$ cat src/rtl/mfcc_pkg.sv
// Shared MFCC front-end definitions: sequencer state encoding, default
// channel count / log width, and the log floor helper.
package mfcc_pkg;

  localparam int unsigned NUM_MEL_DEF = 40;
  localparam int unsigned MEL_AW      = $clog2(NUM_MEL_DEF);
  localparam int unsigned Q_L_DEF     = 11;

  // Fixed encodings kept so existing netlists and dumps stay comparable
  localparam logic [2:0] ST_IDLE  = 3'd0;
  localparam logic [2:0] ST_RD    = 3'd1;
  localparam logic [2:0] ST_CAP   = 3'd2;
  localparam logic [2:0] ST_ISSUE = 3'd3;
  localparam logic [2:0] ST_WAIT  = 3'd4;
  localparam logic [2:0] ST_EMIT  = 3'd5;
  localparam logic [2:0] ST_DONE  = 3'd6;

  typedef enum logic [2:0] {
    IDLE  = ST_IDLE,
    RD    = ST_RD,
    CAP   = ST_CAP,
    ISSUE = ST_ISSUE,
    WAIT  = ST_WAIT,
    EMIT  = ST_EMIT,
    DONE  = ST_DONE
  } state_t;

  // Most negative value representable in a q_l-bit signed log result
  function automatic int log_floor(input int unsigned q_l);
    return -(32'sd1 <<< (q_l - 1));
  endfunction

endpackage

$ cat src/rtl/mfcc_out_reg.sv
// Single-entry valid/ready holding register for the log-energy stream.
// Contents stay frozen while out_valid is high and out_ready is low.
module mfcc_out_reg #(
  parameter int unsigned DW = 11,
  parameter int unsigned IW = 6
) (
  input  logic                 clk,
  input  logic                 rst,
  input  logic                 load,
  input  logic signed [DW-1:0] load_data,
  input  logic        [IW-1:0] load_index,
  input  logic                 out_ready,
  output logic signed [DW-1:0] out_data,
  output logic        [IW-1:0] out_index,
  output logic                 out_valid
);

  always_ff @(posedge clk) begin
    if (rst) begin
      out_valid <= 1'b0;
      out_data  <= '0;
      out_index <= '0;
    end else if (load) begin
      out_valid <= 1'b1;
      out_data  <= load_data;
      out_index <= load_index;
    end else if (out_valid && out_ready) begin
      out_valid <= 1'b0;
    end
  end

endmodule

$ cat src/rtl/mel_log_scheduler.sv
// Frame sequencer feeding Mel energies through the shared log unit to the DCT.
// Define LOG_TIMEOUT_EN to add a per-channel WAIT watchdog (log_timeout).
module mel_log_scheduler
  import mfcc_pkg::*;
#(
  parameter int unsigned NUM_MEL   = NUM_MEL_DEF,
  parameter int unsigned Q_L       = Q_L_DEF,
  parameter int          LOG_FLOOR = log_floor(Q_L),
  parameter int unsigned TIMEOUT   = 64
) (
  input  logic                         clk,
  input  logic                         rst,
  input  logic                         frame_start,
  output logic [$clog2(NUM_MEL)-1:0]   mel_rd_addr,
  input  logic signed [31:0]           mel_rd_data,
  output logic signed [31:0]           log_data,
  output logic                         log_data_valid,
  input  logic signed [Q_L-1:0]        log_result,
  input  logic                         log_result_valid,
  output logic signed [Q_L-1:0]        out_data,
  output logic [$clog2(NUM_MEL)-1:0]   out_index,
  output logic                         out_valid,
  input  logic                         out_ready,
  output logic                         busy,
  output logic                         frame_done,
  output logic                         frame_overrun,
  output logic                         log_timeout
);

  localparam int unsigned    AW       = $clog2(NUM_MEL);
  localparam logic [AW-1:0]  LAST_IDX = AW'(NUM_MEL - 1);
  localparam logic [31:0]    FLOOR_W  = LOG_FLOOR;
  localparam logic [Q_L-1:0] FLOOR_Q  = FLOOR_W[Q_L-1:0];

  state_t                state;
  logic [AW-1:0]         idx;
  logic signed [31:0]    energy;
  logic                  overrun_q;
  logic                  nonpos;
  logic                  expire;
  logic                  load;
  logic signed [Q_L-1:0] load_data;
  logic                  handshake;

  assign nonpos    = mel_rd_data[31] || (mel_rd_data == '0);
  assign handshake = out_valid && out_ready;

`ifdef LOG_TIMEOUT_EN
  localparam int unsigned CW = $clog2(TIMEOUT + 1);
  logic [CW-1:0] wait_cnt;
  logic          timeout_q;

  // A result arriving on the expiry cycle wins over the watchdog
  assign expire = (state == WAIT) && !log_result_valid &&
                  (wait_cnt == CW'(TIMEOUT - 1));

  always_ff @(posedge clk) begin
    if (rst) begin
      wait_cnt  <= '0;
      timeout_q <= 1'b0;
    end else begin
      timeout_q <= expire;
      if (state == ISSUE) begin
        wait_cnt <= '0;
      end else if (state == WAIT) begin
        wait_cnt <= wait_cnt + CW'(1);
      end
    end
  end

  assign log_timeout = timeout_q;
`else
  assign expire      = 1'b0;
  assign log_timeout = 1'b0;
`endif

  // The output register doubles as the result register: it is loaded on
  // entry to EMIT with either the log result or the floor value.
  always_comb begin
    load      = 1'b0;
    load_data = FLOOR_Q;
    if (state == CAP && nonpos) begin
      load = 1'b1;
    end else if (state == WAIT && log_result_valid) begin
      load      = 1'b1;
      load_data = log_result;
    end else if (expire) begin
      load = 1'b1;
    end
  end

  always_ff @(posedge clk) begin
    if (rst) begin
      state     <= IDLE;
      idx       <= '0;
      energy    <= '0;
      overrun_q <= 1'b0;
    end else begin
      overrun_q <= frame_start && (state != IDLE);
      case (state)
        IDLE: begin
          if (frame_start) begin
            idx   <= '0;
            state <= RD;
          end
        end
        RD:    state <= CAP;
        CAP: begin
          energy <= mel_rd_data;
          state  <= nonpos ? EMIT : ISSUE;
        end
        ISSUE: state <= WAIT;
        WAIT: begin
          if (log_result_valid || expire) begin
            state <= EMIT;
          end
        end
        EMIT: begin
          if (handshake) begin
            if (idx == LAST_IDX) begin
              state <= DONE;
            end else begin
              idx   <= idx + AW'(1);
              state <= RD;
            end
          end
        end
        DONE:    state <= IDLE;
        default: state <= IDLE;
      endcase
    end
  end

  assign mel_rd_addr    = idx;
  assign log_data       = energy;
  assign log_data_valid = (state == ISSUE);
  assign busy           = (state != IDLE);
  assign frame_done     = (state == DONE);
  assign frame_overrun  = overrun_q;

  mfcc_out_reg #(
    .DW (Q_L),
    .IW (AW)
  ) u_out_reg (
    .clk        (clk),
    .rst        (rst),
    .load       (load),
    .load_data  (load_data),
    .load_index (idx),
    .out_ready  (out_ready),
    .out_data   (out_data),
    .out_index  (out_index),
    .out_valid  (out_valid)
  );

endmodule

$ cat config.mk
export PLATFORM = sky130hd
export DESIGN_NAME = mel_log_scheduler
export DESIGN_NICKNAME = d
export VERILOG_FILES = /design/src/rtl/mfcc_pkg.sv /design/src/rtl/mfcc_out_reg.sv /design/src/rtl/mel_log_scheduler.sv
export SDC_FILE = /design/constraint.sdc
export NUM_CORES = 1
export LEC_CHECK = 0
export BUFFER_PORTS_ARGS = -buffer_cell sky130_fd_sc_hd__buf_4
export CAP_MARGIN = 0
export CORE_ASPECT_RATIO = 1.75
export CORE_MARGIN = 2
export CORE_UTILIZATION = 43
export DETAILED_ROUTE_END_ITERATION = 8
export GPL_ROUTABILITY_DRIVEN = 1
export PLACE_DENSITY = 0.8
export SLEW_MARGIN = 20
export SYNTH_ARGS = -nofsm -noshare
export SYNTH_HDL_FRONTEND = slang
export SYNTH_HIERARCHICAL = 1
export SYNTH_SLANG_ARGS = --single-unit
export TNS_END_PERCENT = 1
$ cat constraint.sdc
create_clock -name clk -period 1.8 [get_ports clk]
set_input_delay 0.36 -clock clk [delete_from_list [all_inputs] [get_ports clk]]
set_output_delay 0.36 -clock clk [all_outputs]
set_load 0.02 [all_outputs]
==> reports/qor.yml, run 1 <==
status: "complete, no violations"
holdPathStages: 3
die_area_sq_um: 6577
pwr-share-comb: 0.157
hold_viol: 0
wire_per_inst_um: 13.13
clockBufferDepth: 2
seqPwrFrac: 0.460
startpoint_type: "flop"
drive_above_1_share: 0.3465
ys.flop_type: "dfxtp_1"
dp_slack_ps: -342.4
finalClockSkew_ps: 5.510
viasPerCell: 5.039
grt_pass1_vias: 2561
syn_area_per_cell_sq_um: 8.348
cts-resized-gates: 0
grt_overflow: 0
peakVddDrop_mv: 0.6696
swShare: 0.2464
cts_buffers: 9
cellLeakagePower_uw: 0.001602
grt_use_total: 0.2089
fin_crit_sh: 0.9725
ys_async_sr_fraction: 0
syn_area_sq_um: 2546
hp-class: "in2reg"
endpoint_kind: "flop"
start_util: 0.4400
grt_max_degree: 57
die_h_um: 105.8
antenna_found_initial: 0
period_needed_ps: 1750
path_clk_slew_ps: 60
dr_wl_met2_um: 3590
worstPathArrival_ps: 2010
area_growth_pct: 46.58
max_freq_mhz: 571.3
final-setup-viol-count: 0
synth_nets: 354
synthCells: 305
drt_iter0_markers: 120
detail-route-antenna-nets: 0
dpl.hpwl_um: 4913
total_power_uw: 3051
num_vias: 2560
layout_common_cells: "buf_4, nand2_1, dfxtp_1"
maxCapViolCount: 0
yosys.cell_types.count: 43
n_antenna_cell: 0
wl_met3_um: 419
insertion_delay_ps: 330
coreArea_sq_um: 5787
p_sw_uw: 751.8
required_ps: 2060
clockRootBuffer: "clkbuf_8"
cts_hold_buf: 0
clkPwrFrac: 0.383
p_per_area_nw_per_um2: 817.6
drc_errors: 0
drv_slew: 0
synth_edf_count: 0
htreeDepth: 3
worst_pin_slew_ps: 578.7
io_pins: 109
yosys_warnings: 6
reg2regPathDepth: 4
p_int_uw: 2300
finalWeightedCongestion: 0.8009
numClockSinks: 60
num_rows: 37
ys_ff_latch: 60
crit_type: "reg2reg"
die_w_um: 62.17
slew_headroom: 0.6142
rsz0062_at_grt: "yes"
cp_max_fo: 10
final_common_cell: "buf_4"
grt_first_pass_wirelength_um: 11070
yosysSeqAreaShare: 0.4717
drt_wl_total_um: 6669
worst_slack_ps: 49.53
portBuffers: 107
topRoutingLayerUsed: "met4"
cts_setup_buffers: 0
cts_tree: "done"
wl_met1_um: 2515
drt_pre_antenna_iters: 4
final_nets: 476
flip-flops by register name, indices dropped and copies added, names as in the netlist:
register and flops:
u_out_reg/out_index 6, frame_overrun 1, u_out_reg/out_valid 1, mel_rd_addr 6, log_data 32, state 3, u_out_reg/out_data 11
layer usage:
| layer | vias up | GRT usage |
|---|---|---|
| met2 | 90 | 0.3843 |
| met4 | 0 | 0.1143 |
| met5 | - | 0 |
| met1 | 1174 | 0.2026 |
| met3 | 13 | 0.06830 |
| li1 | 1283 | - |
area by class of cell:
| type | instances | area (sq um) |
|---|---|---|
| sequential | 60 | 1201 |
| multi-input combinational | 220 | 1225 |
| fill | 517 | 2054 |
| inverter | 4 | 15.01 |
| tap | 78 | 97.59 |
| clock buffer | 12 | 155.1 |
| clock inverter | 2 | 35.03 |
| timing repair buffer | 132 | 1003 |
synth_stat cells, types with 2 or more instances:
master	count	area [sq um]
mux2i_1	17	170.2
buf_2	6	30.03
and4_1	2	17.52
nor4_1	9	56.30
or4_1	4	30.03
o21ai_0	4	20.02
nor2b_1	2	12.51
o31ai_1	4	30.03
nand2_1	69	259.0
and3b_1	3	26.28
dfxtp_1	60	1201
clkbuf_1	11	41.29
a21oi_1	42	210.2
nand2b_1	3	18.77
buf_6	2	22.52
nand3b_1	2	15.01
and2_1	13	81.33
nor2_1	22	82.58
inv_1	4	15.01
nor3_1	3	15.01
worst max-delay path, stage by stage, from the launching register on:
cell and delay, ps:
dfxtp_1 410, a21boi_1 200, a211o_1 410, or4_1 530, a21oi_1 140
cell families (layout without fill, tap and decap cells):
family	after synthesis	in the layout	share of synthesized area
buffers and inverters	25	150	0.05356
and+or+nand+nor	138	138	0.2580
other	1	1	0.001473
muxes	17	17	0.06683
DFF	60	60	0.4717
AOI/OAI and AO/OA	63	63	0.1435
adders and majority gates	1	1	0.004913
path summary, 6_finish.rpt:
| path | startpoint | end | slack (ps) |
|---|---|---|---|
| worst max register to register | state[0] | mel_rd_addr[5] | 50 |
| worst max-delay path | state[0] | mel_rd_addr[5] | 50 |
| worst min-delay path | mel_rd_data[20] | log_data[20] | 290 |
| worst min register to register | log_data[12] | log_data[12] | 460 |
power groups by stage:
stage          registers [uW]  logic (uW)  clock network, uW
2_1_floorplan            1480         196                  0
3_3_place_gp             1430         472                  0
3_5_place_dp             1430         478                  0
4_1_cts                  1400         479               1200
5_1_grt                  1410         521               1260
6_report                 1400         479               1170
through the flow:
step / area, sq um / hold slack, ps / utilization / cells / TNS [ps]
after floorplan: 2554 / 496.0 / - / 305 / 0
after detailed placement: 3531 / 447.0 / 0.6102 / 494 / -5725
after global placement: 3531 / 443.7 / 0.6102 / 494 / -4666
after global routing: 3732 / 278.5 / 0.6450 / 508 / -52.42
final: 3732 / 289.9 / 0.6450 / 508 / 0
after CTS: 3721 / 272.0 / 0.6430 / 508 / 0
Note: power is estimated with default switching activity, not from simulation.
==> run 2: changes to the inputs <==
- CORE_UTILIZATION: 43 -> 47
- PLACE_DENSITY: 0.8 -> 0.83
- clock period: 1.8 -> 2 ns (I/O delays scaled with it)
==> reports/qor.yml, run 2 (synthesis results as in run 1) <==
die_area_sq_um: 6045  # -8.1%
grt_use_total: 0.2245  # +0.01560
period_needed_ps: 1831  # +80.52 ps
start_util: 0.4845  # +0.04452
placed_cells: 456  # -7.7%
holdPathStages: 3  # unchanged
crit_family: "simple AND/OR/NAND/NOR gates"
clockBufferDepth: 2  # unchanged
r2r-start: "state[2]"
largest_register_ffs: 32  # unchanged
cp_max_fo: 14  # +4
endpoint_kind: "flop"
worstPathArrival_ps: 2090  # +80 ps
crit_type: "reg2reg"
n_antenna_cell: 0  # unchanged
hold_end: "log_data[11]"
die_w_um: 59.64  # -4.1%
final_nets: 461  # -3.2%
n_fill_cell: 443  # -14%
path_clk_slew_ps: 70  # about the same
grt_pass1_vias: 2314  # -9.6%
dpl.hpwl_um: 4791  # -2.5%
crit_chain: "nor3_1, a211o_1, or4_1, a21oi_1"
drt_wl_total_um: 6605  # -0.96%
num_rows: 35  # -5.4%
clockRootBuffer: "clkbuf_8"
required_ps: 2260  # +200 ps
finalWeightedCongestion: 0.7853  # -1.9%
r2r_end: "mel_rd_addr[5]"
max_freq_mhz: 546.2  # -4.4%
htreeDepth: 3  # unchanged
insertion_delay_ps: 330  # about the same
cp.buffers_inverters: 0  # unchanged
wire_per_inst_um: 13.99  # +6.6%
hold_viol: 0  # unchanged
drt_iter0_markers: 84  # -30%
peakVddDrop_mv: 0.7485  # +12%
drc_errors: 0  # unchanged
detail-route-antenna-nets: 0  # unchanged
layout_common_cells: "buf_4, nand2_1, dfxtp_1"
status: "complete, no violations"
antenna_found_initial: 0  # unchanged
hp-start: "mel_rd_data[11]"
final_common_cell: "buf_4"
p_per_area_nw_per_um2: 804.2  # -1.6%
slew_headroom: 0.6213  # +0.007155
num_vias: 2500  # -2.3%
grt_max_degree: 57  # unchanged
cts-resized-gates: 0  # unchanged
io_pins: 109  # unchanged
cts_tree: "done"
holdWs_ps: 318.5  # +28.57 ps
r2r_slack_ps: 170  # +120 ps
slowest_delay_ps: 560  # +30 ps
grt_first_pass_wirelength_um: 10300  # -6.9%
cts_setup_buffers: 0  # unchanged
grt_overflow: 0  # unchanged
portBuffers: 107  # unchanged
drive_above_1_share: 0.3213  # -0.02517
reg2regPathDepth: 4  # unchanged
die_h_um: 101.4  # -4.2%
slowest_stage: "dfxtp_1"
cts_buffers: 9  # unchanged
rsz0062_at_grt: "no"
final-setup-viol-count: 0  # unchanged
hp-class: "in2reg"
worst_pin_slew_ps: 568.0  # -10.73 ps
maxCapViolCount: 0  # unchanged
finalClockSkew_ps: 8.414  # +2.904 ps
instances_no_fill: 472  # -7.1%
drv_slew: 0  # unchanged
drt_pre_antenna_iters: 4  # unchanged
cts_hold_buf: 0  # unchanged
cellLeakagePower_uw: 0.001550  # -3.2%
viasPerCell: 5.297  # +5.1%
fin_crit_sh: 0.9155  # -0.05699
coreArea_sq_um: 5255  # -9.2%
numClockSinks: 60  # unchanged
startpoint_type: "flop"
area_growth_pct: 42.31
total_power_uw: 2914  # -4.5%
run 2: per-layer routing:
layer	track usage	routed length [um]	vias to the layer above
met4	0.1077	115	0
met1	0.2388	2493	1160
li1	-	-	1255
met5	0	0	-
met3	0.06513	386	7
met2	0.3921	3609	78
run 2: how the worst max path moves through the flow:
| stage | start | to | slack (ps) | cells after the start |
|---|---|---|---|---|
| final | state[2] | mel_rd_addr[5] | 170 | 4 |
| after floorplan | state[2] | u_out_reg/out_index[4] | 100 | 9 |
| after CTS | state[2] | mel_rd_addr[5] | 180 | 4 |
| after global placement | mel_rd_data[10] | u_out_reg/out_index[0] | -100 | 8 |
| after detailed placement | mel_rd_data[10] | u_out_reg/out_data[0] | -120 | 8 |
| after global routing | state[0] | mel_rd_addr[5] | 30 | 4 |
run 2: layout make-up:
class / instances / area (sq um) / area share
Inverter: 4 / 15.01 / 0.004144
Sequential cell: 60 / 1201 / 0.3315
Clock buffer: 12 / 165.2 / 0.04558
Clock inverter: 4 / 70.07 / 0.01934
Tap cell: 55 / 68.82 / 0.01899
Timing Repair Buffer: 117 / 890.9 / 0.2459
Multi-Input combinational cell: 220 / 1212 / 0.3346
run 2: worst register-to-register path: cells and delay by family, from the launching register on:
| kind | cells | cell delay (ps) |
|---|---|---|
| compound gates | 2 | 550 |
| flops | 1 | 560 |
| simple gates | 2 | 650 |
run 2: metrics by stage:
step	setup TNS [ps]	util	worst slack (ps)	area (sq um)
after floorplan	0	-	96.07	2546
after global placement	-1406	0.6448	-96.30	3388
after detailed placement	-1562	0.6448	-118.6	3388
after CTS	0	0.6895	177.2	3623
after global routing	0	0.6895	34.62	3623
final	0	0.6895	169.0	3623
run 2: where the power goes:
group	internal (uW)	switching [uW]	total, uW
Clock	799	445	1240
Combinational	186	215	401
Sequential	1240	32.1	1270
Total	2220	692	2910
